===== src/rtl/uart_bus_bridge_pkg.sv =====
// Shared command/reply byte codes, FSM state encoding and byte-lane helpers
// for the UART-to-bus bridge.
package uart_bus_bridge_pkg;

    localparam logic [7:0] CMD_WRITE = 8'h57;
    localparam logic [7:0] CMD_READ  = 8'h52;
    localparam logic [7:0] RSP_OK    = 8'h4B;
    localparam logic [7:0] RSP_BAD   = 8'h3F;
    localparam logic [7:0] RSP_TMO   = 8'h21;

    typedef enum logic [2:0] {
        ST_IDLE,
        ST_ADDR,
        ST_DATA,
        ST_BUS,
        ST_REPLY
    } state_t;

    function automatic logic [31:0] put_lane(input logic [31:0] word,
                                             input logic [1:0]  lane,
                                             input logic [7:0]  b);
        logic [31:0] w;
        w = word;
        w[8*lane +: 8] = b;
        return w;
    endfunction

    function automatic logic [7:0] get_lane(input logic [31:0] word,
                                            input logic [1:0]  lane);
        return word[8*lane +: 8];
    endfunction

endpackage


===== src/rtl/uart_bus_bridge.sv =====
// Frame decoder turning UART command bytes into single-word bus loads/stores
// and streaming the reply bytes back through a ready/enable handshake.
module uart_bus_bridge
    import uart_bus_bridge_pkg::*;
#(
    parameter int unsigned BUS_TIMEOUT = 255
) (
    input  logic        clk,
    input  logic        rst,
    input  logic [7:0]  rx_byte,
    input  logic        rx_byte_ready,
    output logic [7:0]  tx_byte,
    output logic        tx_en,
    input  logic        tx_ready,
    output logic [31:0] bus_addr,
    output logic [31:0] bus_wdata,
    input  logic [31:0] bus_rdata,
    output logic        bus_store,
    output logic        bus_load,
    input  logic        bus_ack
);

    localparam int unsigned   TW       = $clog2(BUS_TIMEOUT + 1);
    localparam logic [TW-1:0] TMO_LAST = TW'(BUS_TIMEOUT - 1);

    state_t        state, state_n;
    logic [1:0]    cnt, cnt_n;
    logic          is_write, is_write_n;
    logic [31:0]   addr_n, wdata_n;
    logic [31:0]   reply, reply_n;
    logic [1:0]    reply_last, reply_last_n;
    logic [TW-1:0] tmo, tmo_n;
    logic [7:0]    tx_byte_n;
    logic          tx_en_n, load_n, store_n;
    logic          enter_reply;
    logic [31:0]   reply_word;
    logic [1:0]    reply_word_last;

    always_ff @(posedge clk or posedge rst) begin
        if (rst) begin
            state      <= ST_IDLE;
            cnt        <= '0;
            is_write   <= 1'b0;
            bus_addr   <= '0;
            bus_wdata  <= '0;
            reply      <= '0;
            reply_last <= '0;
            tmo        <= '0;
            tx_byte    <= '0;
            tx_en      <= 1'b0;
            bus_load   <= 1'b0;
            bus_store  <= 1'b0;
        end else begin
            state      <= state_n;
            cnt        <= cnt_n;
            is_write   <= is_write_n;
            bus_addr   <= addr_n;
            bus_wdata  <= wdata_n;
            reply      <= reply_n;
            reply_last <= reply_last_n;
            tmo        <= tmo_n;
            tx_byte    <= tx_byte_n;
            tx_en      <= tx_en_n;
            bus_load   <= load_n;
            bus_store  <= store_n;
        end
    end

    always_comb begin
        state_n         = state;
        cnt_n           = cnt;
        is_write_n      = is_write;
        addr_n          = bus_addr;
        wdata_n         = bus_wdata;
        reply_n         = reply;
        reply_last_n    = reply_last;
        tmo_n           = tmo;
        tx_byte_n       = tx_byte;
        tx_en_n         = tx_en;
        load_n          = bus_load;
        store_n         = bus_store;
        enter_reply     = 1'b0;
        reply_word      = '0;
        reply_word_last = '0;

        case (state)
            ST_IDLE: begin
                if (rx_byte_ready) begin
                    cnt_n = '0;
                    if (rx_byte == CMD_WRITE || rx_byte == CMD_READ) begin
                        is_write_n = (rx_byte == CMD_WRITE);
                        state_n    = ST_ADDR;
                    end else begin
                        enter_reply = 1'b1;
                        reply_word  = {24'h0, RSP_BAD};
                    end
                end
            end
            ST_ADDR: begin
                if (rx_byte_ready) begin
                    addr_n = put_lane(bus_addr, cnt, rx_byte);
                    cnt_n  = cnt + 2'd1;
                    if (cnt == 2'd3) begin
                        if (is_write) begin
                            state_n = ST_DATA;
                        end else begin
                            state_n = ST_BUS;
                            load_n  = 1'b1;
                            tmo_n   = '0;
                        end
                    end
                end
            end
            ST_DATA: begin
                if (rx_byte_ready) begin
                    wdata_n = put_lane(bus_wdata, cnt, rx_byte);
                    cnt_n   = cnt + 2'd1;
                    if (cnt == 2'd3) begin
                        state_n = ST_BUS;
                        store_n = 1'b1;
                        tmo_n   = '0;
                    end
                end
            end
            ST_BUS: begin
                // Ack is tested before the timeout so a same-cycle ack completes normally.
                if (bus_ack) begin
                    load_n      = 1'b0;
                    store_n     = 1'b0;
                    enter_reply = 1'b1;
                    if (is_write) begin
                        reply_word = {24'h0, RSP_OK};
                    end else begin
                        reply_word      = bus_rdata;
                        reply_word_last = 2'd3;
                    end
                end else if (tmo == TMO_LAST) begin
                    load_n      = 1'b0;
                    store_n     = 1'b0;
                    enter_reply = 1'b1;
                    reply_word  = {24'h0, RSP_TMO};
                end else begin
                    tmo_n = tmo + 1'b1;
                end
            end
            ST_REPLY: begin
                if (tx_en) begin
                    if (!tx_ready) begin
                        tx_en_n = 1'b0;
                        if (cnt == reply_last) begin
                            state_n = ST_IDLE;
                            cnt_n   = '0;
                        end else begin
                            cnt_n = cnt + 2'd1;
                        end
                    end
                end else if (tx_ready) begin
                    tx_en_n   = 1'b1;
                    tx_byte_n = get_lane(reply, cnt);
                end
            end
            default: state_n = ST_IDLE;
        endcase

        // First reply byte launches on the entry edge when the transmitter is idle.
        if (enter_reply) begin
            state_n      = ST_REPLY;
            reply_n      = reply_word;
            reply_last_n = reply_word_last;
            cnt_n        = '0;
            if (tx_ready) begin
                tx_en_n   = 1'b1;
                tx_byte_n = reply_word[7:0];
            end
        end
    end

endmodule


===== config.mk =====
export PLATFORM = sky130hd
export DESIGN_NAME = uart_bus_bridge
export DESIGN_NICKNAME = d
export VERILOG_FILES = /design/src/rtl/uart_bus_bridge_pkg.sv /design/src/rtl/uart_bus_bridge.sv
export SDC_FILE = /design/constraint.sdc
export NUM_CORES = 1
export LEC_CHECK = 0
export CORE_ASPECT_RATIO = 1.25
export CORE_UTILIZATION = 35
export CTS_BUF_LIST = sky130_fd_sc_hd__clkbuf_8
export DETAILED_ROUTE_END_ITERATION = 7
export GPL_TIMING_DRIVEN = 0
export HOLD_SLACK_MARGIN = 0.15
export PLACE_DENSITY = 0.62
export SYNTH_ARGS = -nofsm -noshare
export SYNTH_HDL_FRONTEND = slang
export SYNTH_SLANG_ARGS = --single-unit

===== constraint.sdc =====
create_clock -name clk -period 10 [get_ports clk]
set_input_delay 1.5 -clock clk [delete_from_list [all_inputs] [get_ports clk]]
set_output_delay 1.5 -clock clk [all_outputs]
set_load 0.1 [all_outputs]

[After elaboration in Yosys (flattened, before gate mapping)]
Index checks and enable logic that the tools add are counted.
Word-level totals
  flip-flop bits (word level): 123
  bits of input ports: 45
  output and inout port bits: 75
  word-level logic and storage cells: 122
Operators by class
  add/subtract/negate cells: 3
  equal/unequal tests: 28
  shift operators: 3
  multiplexer cells: 61
  reductions and logical operators: 15
Operators by type and width (number)
  8-bit 2-to-1 mux: 12
  32-bit bitwise mux: 2
  32-bit 2-to-1 mux: 2
  32-bit case mux with 2 select lines: 1
  5-bit negator with 34-bit output: 1
  8-bit by 34-bit variable shift with 32-bit output (first input constant): 1
  8-bit by 34-bit indexed part select with 32-bit output: 1
  32-bit by 6-bit indexed part select with 8-bit output: 1
  3-bit 2-to-1 mux: 10
  3-bit inequality test (second input constant): 10
  8-bit case mux with 3 select lines: 1
  2-bit 2-to-1 mux: 9
  6-bit 2-to-1 mux: 3
  8-bit by 7-bit equality test with 1-bit output (second input constant): 2
  1-bit 2-to-1 mux: 16
  2-bit inequality test (second input constant): 8
  3-bit case mux with 5 select lines: 1
  10-bit AND reduction: 1
  5-bit AND reduction: 2
  8-bit by 1-bit adder with 8-bit output (second input constant): 1
  8-bit equality test (second input constant): 1
  8-bit AND reduction: 1
  3-bit by 2-bit equality test with 1-bit output (second input constant): 2
  1-bit case mux with 2 select lines: 3
  16 further kinds: 18

[Depth between registers and ports, before layout]
  depth in word-level cells: 7
  depth in mapped cells: 8
  mapped depth without buffers: 7

[Worst setup path after synthesis]
No wires, ideal clock.
  kind: input-to-reg
  from: input rx_byte[7]
  to: register reply[12]
  library setup time: 0.121 ns
  arrival: 2.598 ns
  data required time: 9.879 ns
  slack: 7.281 ns
  stages: 5
  path buffers: 1
  path through: and4bb_2 -> a311oi_2 -> nor2_1 -> buf_2 -> a22o_1
On the way
  longest elaborated chain between the ends: 5
  elaborated cells between the ends (all ways): 6
  those cells by class: eq/ne: 2; mux: 3; reduce/logical: 1
Ends and longest elaborated chain
  from (decl): line uart_bus_bridge.sv:10  | input logic [7:0] rx_byte,
  8-bit by 7-bit equality test with 1-bit output: line uart_bus_bridge.sv:90  | if (rx_byte == CMD_WRITE || rx_byte == CMD_READ) begin
  1-bit logical OR *: line uart_bus_bridge.sv:90
  1-bit 2-to-1 mux *: line uart_bus_bridge.sv:90
  1-bit 2-to-1 mux *: line uart_bus_bridge.sv:88  | if (rx_byte_ready) begin
  1-bit case mux with 2 select lines *: line uart_bus_bridge.sv:86  | case (state)
  to (signal assigned): line uart_bus_bridge.sv:59  | reply <= reply_n;
  to (decl): line uart_bus_bridge.sv:30  | logic [31:0] reply, reply_n;
Every way passes the cells marked *; elsewhere a longest branch is shown, timed or not.
A chain may end at the register's enable or synchronous reset.

[Worst setup path after layout]
  from: register tx_en
  to: output tx_en
RTL lines
  from (decl): line uart_bus_bridge.sv:13  | output logic tx_en,
  from (signal assigned): line uart_bus_bridge.sv:63  | tx_en <= tx_en_n;
No word-level cell between the ends.

==> results.yml <==
yosys:
  synth_seq_area_share_pct: 56.8
  synth_top_area_share_pct: 56.8
  synth_cell_type_count: 54
  synth_top_cells_by_area: "dfrtp_1 57%, nand2_1 8.9%, o21ai_0 6.3%"
  syn_nets: 568
  synth_flop_cell: "dfrtp_1"
  yosysMostFrequentCell: "nand2_1"
  synth_edf_count: 0
  synth-seq-cells: 122
  postSynthCellCount: 517
  async_flop_share_pct: 100
  synth_warnings: 0
  syn_area_sq_um: 5370
  yosys.area.top_type: "dfrtp_1"
  synth_commonest_cells: "127 x nand2_1, 122 x dfrtp_1, 68 x o21ai_0"
  postSynthAreaPerCell_sq_um: 10.4
floorplan:
  core_sq_um: 15000
  start_util_pct: 35.8
  die_h_microns: 141
  die_w_microns: 113
  die_area_sq_um: 15800
  row_count: 50
  boundaryPins: 120
timing:
  timing.final.hold_violations: 0
  setup_viol: 0
  fin_crit_ns: 3.53
  fin_setup_tns_ns: 0
  tightest_slew_ns: 1.01
  max_freq_ghz: 0.284
  rsz0062_at_grt: "no"
  post-route-period-util_pct: 35.3
  clock_skew_ns: 0.0196
  setup_slack_ns: 6.47
  final_max_slew_viol_count: 0
  maxSlewHeadroom_pct: 32.2
routing:
  wl_per_cell_microns: 17.0
  viasPerCell: 5.24
  drt_iter0_drc: 226
  routed_wl_mm: 14.4
  vias: 4457
  final_antenna_net_count: 0
  firstDrtPassIters: 4
  drc: 0
critical_path:
  arrival_ns: 2.03
  start_kind: "flip-flop"
  endpoint: "tx_en"
  max_stage_delay_ns: 1.19
  rr_endpoint: "bus_wdata[23]"
  worst-r2r-cell-count: 6
  worstPathCellList: "clkdlybuf4s50_1"
  cp_top_family: "buffers and inverters"
  cp.depth: 1
  worst_ep_required_time_ns: 8.50
  critPathBufInv: 1
  reg2reg_from: "cnt[1]"
  crit_fanout: 4
  crit_path_end_kind: "primary output"
  slowest_stage: "clkdlybuf4s50_1"
  startpoint: "tx_en"
  r2r_slack_ns: 7.30
  critPathKind: "flip-flop to primary output"
clocking:
  insertion_delay_ns: 0.43
  clkTransAtPathRegs_ns: 0.07
  cts-buffers-inserted: 17
  cts_resized: 0
  cts_max_level: 4
  clock-sinks: 122
  root_buffer: "clkbuf_8"
  cts_tree: "done"
  clock_tree.buffer_depth: 2
  hold_buffers: 0
  post_cts_buffers: 0
layout:
  seq_area_sq_um: 3050
  drive_above_1_share_pct: 9.27
  fin_util_pct: 48.1
  area_delta_synth_final_pct: 34.4
  n_fill_cell: 1429
  final_area_sq_um: 7220
  multi_input_area_sq_um: 2160
  diodes: 0
  num-nets-final: 707
worst_hold_path:
  hold_class: "flip-flop to flip-flop"
power:
  p_per_area_nw_per_um2: 296
  ir_worst_vdd_v: 0.000189
  p_leak_nw: 3.13
global_routing:
  grt_pass1_wl_mm: 23.6
  grt_antenna_before_repair: 0
  grt_usage_pct: 19.2
  overflow: 0
  grt_max_degree: 65
  first_global_vias: 4618
placement:
  place_area_sq_um: 6820
  numPortBuffers: 119
  place_ws_ns: 6.19
  gp_congestion: 0.860
  dpl.hpwl_mm: 10.7
run:
  timing.max_cap.violations: 0
outcome:
  status: "completed"
logic make-up after synthesis:
kind of cell,after synthesis,synth area share [%]
AND/OR/NAND/NOR,197,16.2
adder cells (fa/ha/maj),7,1.58
XOR/XNOR,7,1.14
AO/OA/AOI/OAI,130,15.9
multiplexers,18,5.40
flip-flops,122,56.8
buffers and inverters,36,2.86
metal layers:
metal,track usage [%],vias up,wire [microns]
met3,4.07,26,851
met4,7.58,0,245
met5,0,-,0
met2,32.8,162,7220
li1,-,2087,-
met1,23.6,2182,6120
flip-flops by register name, indices dropped and copies added (netlist names), 2 cells and up:
name       cells
bus_addr      32
bus_wdata     32
reply         32
tmo            8
tx_byte        8
state          3
cnt            2
how the worst min path moves through the flow:
stage                     to  cells past startpoint  slack (ns)           from
5_1_grt             reply[6]                      1        0.50       reply[6]
3_5_place_dp   bus_wdata[13]                      2        0.47  bus_wdata[13]
6_report       bus_wdata[13]                      2        0.48  bus_wdata[13]
2_1_floorplan       reply[1]                      2        0.44       reply[1]
3_3_place_gp        reply[3]                      2        0.46       reply[3]
4_1_cts        bus_wdata[13]                      2        0.49  bus_wdata[13]
power by group:
group          internal (mW)  switching (mW)
logic                  0.294           0.702
clock network          0.227           0.216
registers              0.611          0.0917
total                   1.13            1.01
area by class of cell:
| class | instances | share of cell area, % |
|---|---|---|
| buffer | 24 | 1.51 |
| clock buffer | 17 | 3.24 |
| clock inverter | 15 | 2.27 |
| inverter | 12 | 0.693 |
| multi-input combinational | 359 | 30.0 |
| sequential | 122 | 42.3 |
| tap | 182 | 3.15 |
| timing repair buffer | 120 | 16.9 |
per-stage QoR:
step	hold WS (ns)	total power [mW]	std cells
global placement	0.463	1.68	818
CTS	0.486	2.16	851
detailed placement	0.470	1.71	819
floorplan	0.441	1.44	517
global route	0.505	2.25	851
finish	0.484	2.14	851
cells in the final DEF, fill, tap and decap left out, drive strengths merged, types with 3 or more instances in the layout:
cell,synthesis,layout
o21ai,72,72
nand2,127,127
mux4,8,8
nor3,8,8
a22o,26,26
a32oi,3,3
clkdlybuf4s50,0,119
nand2b,5,5
inv,12,20
a21oi,10,10
nand3,6,6
mux2i,8,8
or2,4,4
buf,9,10
clkbuf,15,32
clkinvlp,0,3
xnor2,7,7
nor4,3,3
dfrtp,122,122
nor2,26,26
ha,6,6
No activity file was read; power rests on OpenSTA's default activity.
==> RTL edit (same settings) <==
Re-encode `state_t` (5 states) as one-hot, 5 bits wide.
--- a/src/rtl/uart_bus_bridge_pkg.sv
+++ b/src/rtl/uart_bus_bridge_pkg.sv
@@ -10,8 +10,8 @@
 
-    typedef enum logic [2:0] {
-        ST_IDLE,
-        ST_ADDR,
-        ST_DATA,
-        ST_BUS,
-        ST_REPLY
+    typedef enum logic [4:0] {
+        ST_IDLE  = 5'b00001,
+        ST_ADDR  = 5'b00010,
+        ST_DATA  = 5'b00100,
+        ST_BUS   = 5'b01000,
+        ST_REPLY = 5'b10000
     } state_t;
Check against the original RTL: no difference found for any inputs over 4 cycles, from zero or initial values and one cycle with rst high; so few cycles prove little.
==> RTL edit against the original RTL <==
Cell area grew 4.9%. Largest power group unchanged. Area after synthesis grew 6.9%. Clock power down 11%. Sequential power fell by 10%. Power fell by 20%. Sequential cell count increased by 2. Worst setup slack better by 6.2 ps. Count of clock-buffer cells in the layout increased by 2. Routed wire length is 3.9% higher. Critical path type unchanged. Maximum frequency rose by 0.17%. Core utilization decreased by 1.1 points.
==> RTL edit: results (changes against the original RTL) <==
| Metric | Value |
|---|---|
| DR pass1 iterations | `4 (unchanged)` |
| CTS clock-pin slew for the worst setup and hold paths | `70 ps (about the same)` |
| Global placement routability congestion | `0.817 (-4.9%)` |
| DR iter-0 viols | `226 (unchanged)` |
| Critical Path AT | `2020 ps` |
| CP peak stage delay | `1180 ps` |
| Syn nets | `581 (+2.3%)` |
| LEAKAGE | `0.00335 uW (+7.1%)` |
| Most used flip-flop cell after synthesis | `dfrtp_1` |
| Asr flop ratio synth | `1.00 (unchanged)` |
| DR vias | `4524 (+1.5%)` |
| Peak supply drop | `135 uV (-29%)` |
| Clk_lat worst skew | `430 ps (about the same)` |
| Clk buf depth | `2 (unchanged)` |
| H-tree depth | `4 (unchanged)` |
| Initial antenna violation count | `0 (unchanged)` |
| Seq/Total Area, Yosys | `0.541 (-0.0277)` |
| Top post-synthesis cells by area | `dfrtp_1, nand2_1, a22o_1` |
| Post-synthesis adder-cell area fraction | `0.0131 (-0.00276)` |
| Final nets | `720 (+1.8%)` |
| Multiplexer share of the synthesized area | `0.0647 (+0.0107)` |
| Total CTS buffers | `17 (unchanged)` |
| Cell family with most CP delay | `buffers and inverters` |
| Unique masters post-synth | `62 (+15%)` |
| Share of cells above drive strength 1 | `0.140 (+0.0472)` |
| Root Buffer | `clkbuf_8` |
| Global-route wire length before repair | `24300 um (+3.2%)` |
| Maximum number of pins on one net before global-route repair | `69 (+6.2%)` |
| Biggest regs | `bus_addr (32), bus_wdata (32), reply (32)` |
| Fillers | `1574 (+10%)` |
| Synth warn | `0 (unchanged)` |
| Crit-path max FO | `4 (unchanged)` |
| Hold Path Class | `reg2reg` |
| Ant. Diodes | `0 (unchanged)` |
| DP Wirelength | `11100 um (+3.8%)` |
| XOR/XNOR Fraction of Synth Area | `0.00610 (-0.00531)` |
| Worst path slowest cell | `clkdlybuf4s50_1` |
| Post-synthesis compound-gate area fraction | `0.167 (+0.00781)` |
| Gr usage total | `0.188 (-0.00412)` |
| Max-slew headroom | `0.304 (-0.0181)` |
| PortBufs | `119 (unchanged)` |
| Worst Skew | `10.5 ps (-9.05 ps)` |
| Status | `complete, no violations` |
| Avg WL per Cell | `16.8 um (-1.2%)` |
| # resized after CTS | `0 (unchanged)` |
| Post-CTS setup buffer count | `0 (unchanged)` |
| Most frequent cells after synthesis | `nand2_1, dfrtp_1, o21ai_0` |
| Number of global-route vias before repair | `4690 (+1.6%)` |
==> RTL edit: area by class of cell <==
cell class	instances	share of cell area
Sequential cell	124	0.410
Tap cell	216	0.0357
Inverter	10	0.00562
Buffer	26	0.0218
Timing Repair Buffer	120	0.161
Clock inverter	10	0.0104
Clock buffer	19	0.0345
Multi-Input combinational cell	370	0.321
==> RTL edit: metal layers <==
layer,vias to the layer above,part of all wire,global-route usage
met3,21,0.051,0.0351
met4,0,0.018,0.0722
met5,-,0,0
met1,2222,0.44,0.239
met2,133,0.49,0.312
li1,2148,-,-
==> RTL edit: final timing paths <==
check / start / end / slack (ps) / cells after the start
max reg2reg: cnt[1] / bus_addr[23] / 7150 / 6
min in group asynchronous: rst / reply[8] / 1490 / 2
max in group asynchronous: rst / bus_wdata[10] / 7800 / 3
min: bus_addr[16] / bus_addr[16] / 480 / 2
min reg2reg: bus_addr[16] / bus_addr[16] / 480 / 2
max: tx_en / tx_en / 6480 / 1
==> RTL edit: per-stage QoR <==
stage	worst slack [ps]	hold WS [ps]	cell area [um^2]	util	std cells
5_1_grt	6430	501	7580	0.470	895
3_5_place_dp	6180	463	7240	0.448	866
6_report	6480	479	7580	0.470	895
4_1_cts	6460	485	7580	0.470	895
2_1_floorplan	5200	441	5740	-	530
3_3_place_gp	3630	456	7200	0.446	865
==> RTL edit: report_power, final <==
group / switching (uW) / total [uW] / internal (uW)
Sequential: 52.6 / 629 / 577
Combinational: 476 / 695 / 219
Clock: 192 / 393 / 201
==> RTL edit: cells by family after synthesis <==
family,Yosys count
AO/OA/AOI/OAI,137
XOR/XNOR,4
adder cells (fa/ha/maj),6
buffers and inverters,36
flip-flops,124
multiplexers,27
AND/OR/NAND/NOR,196
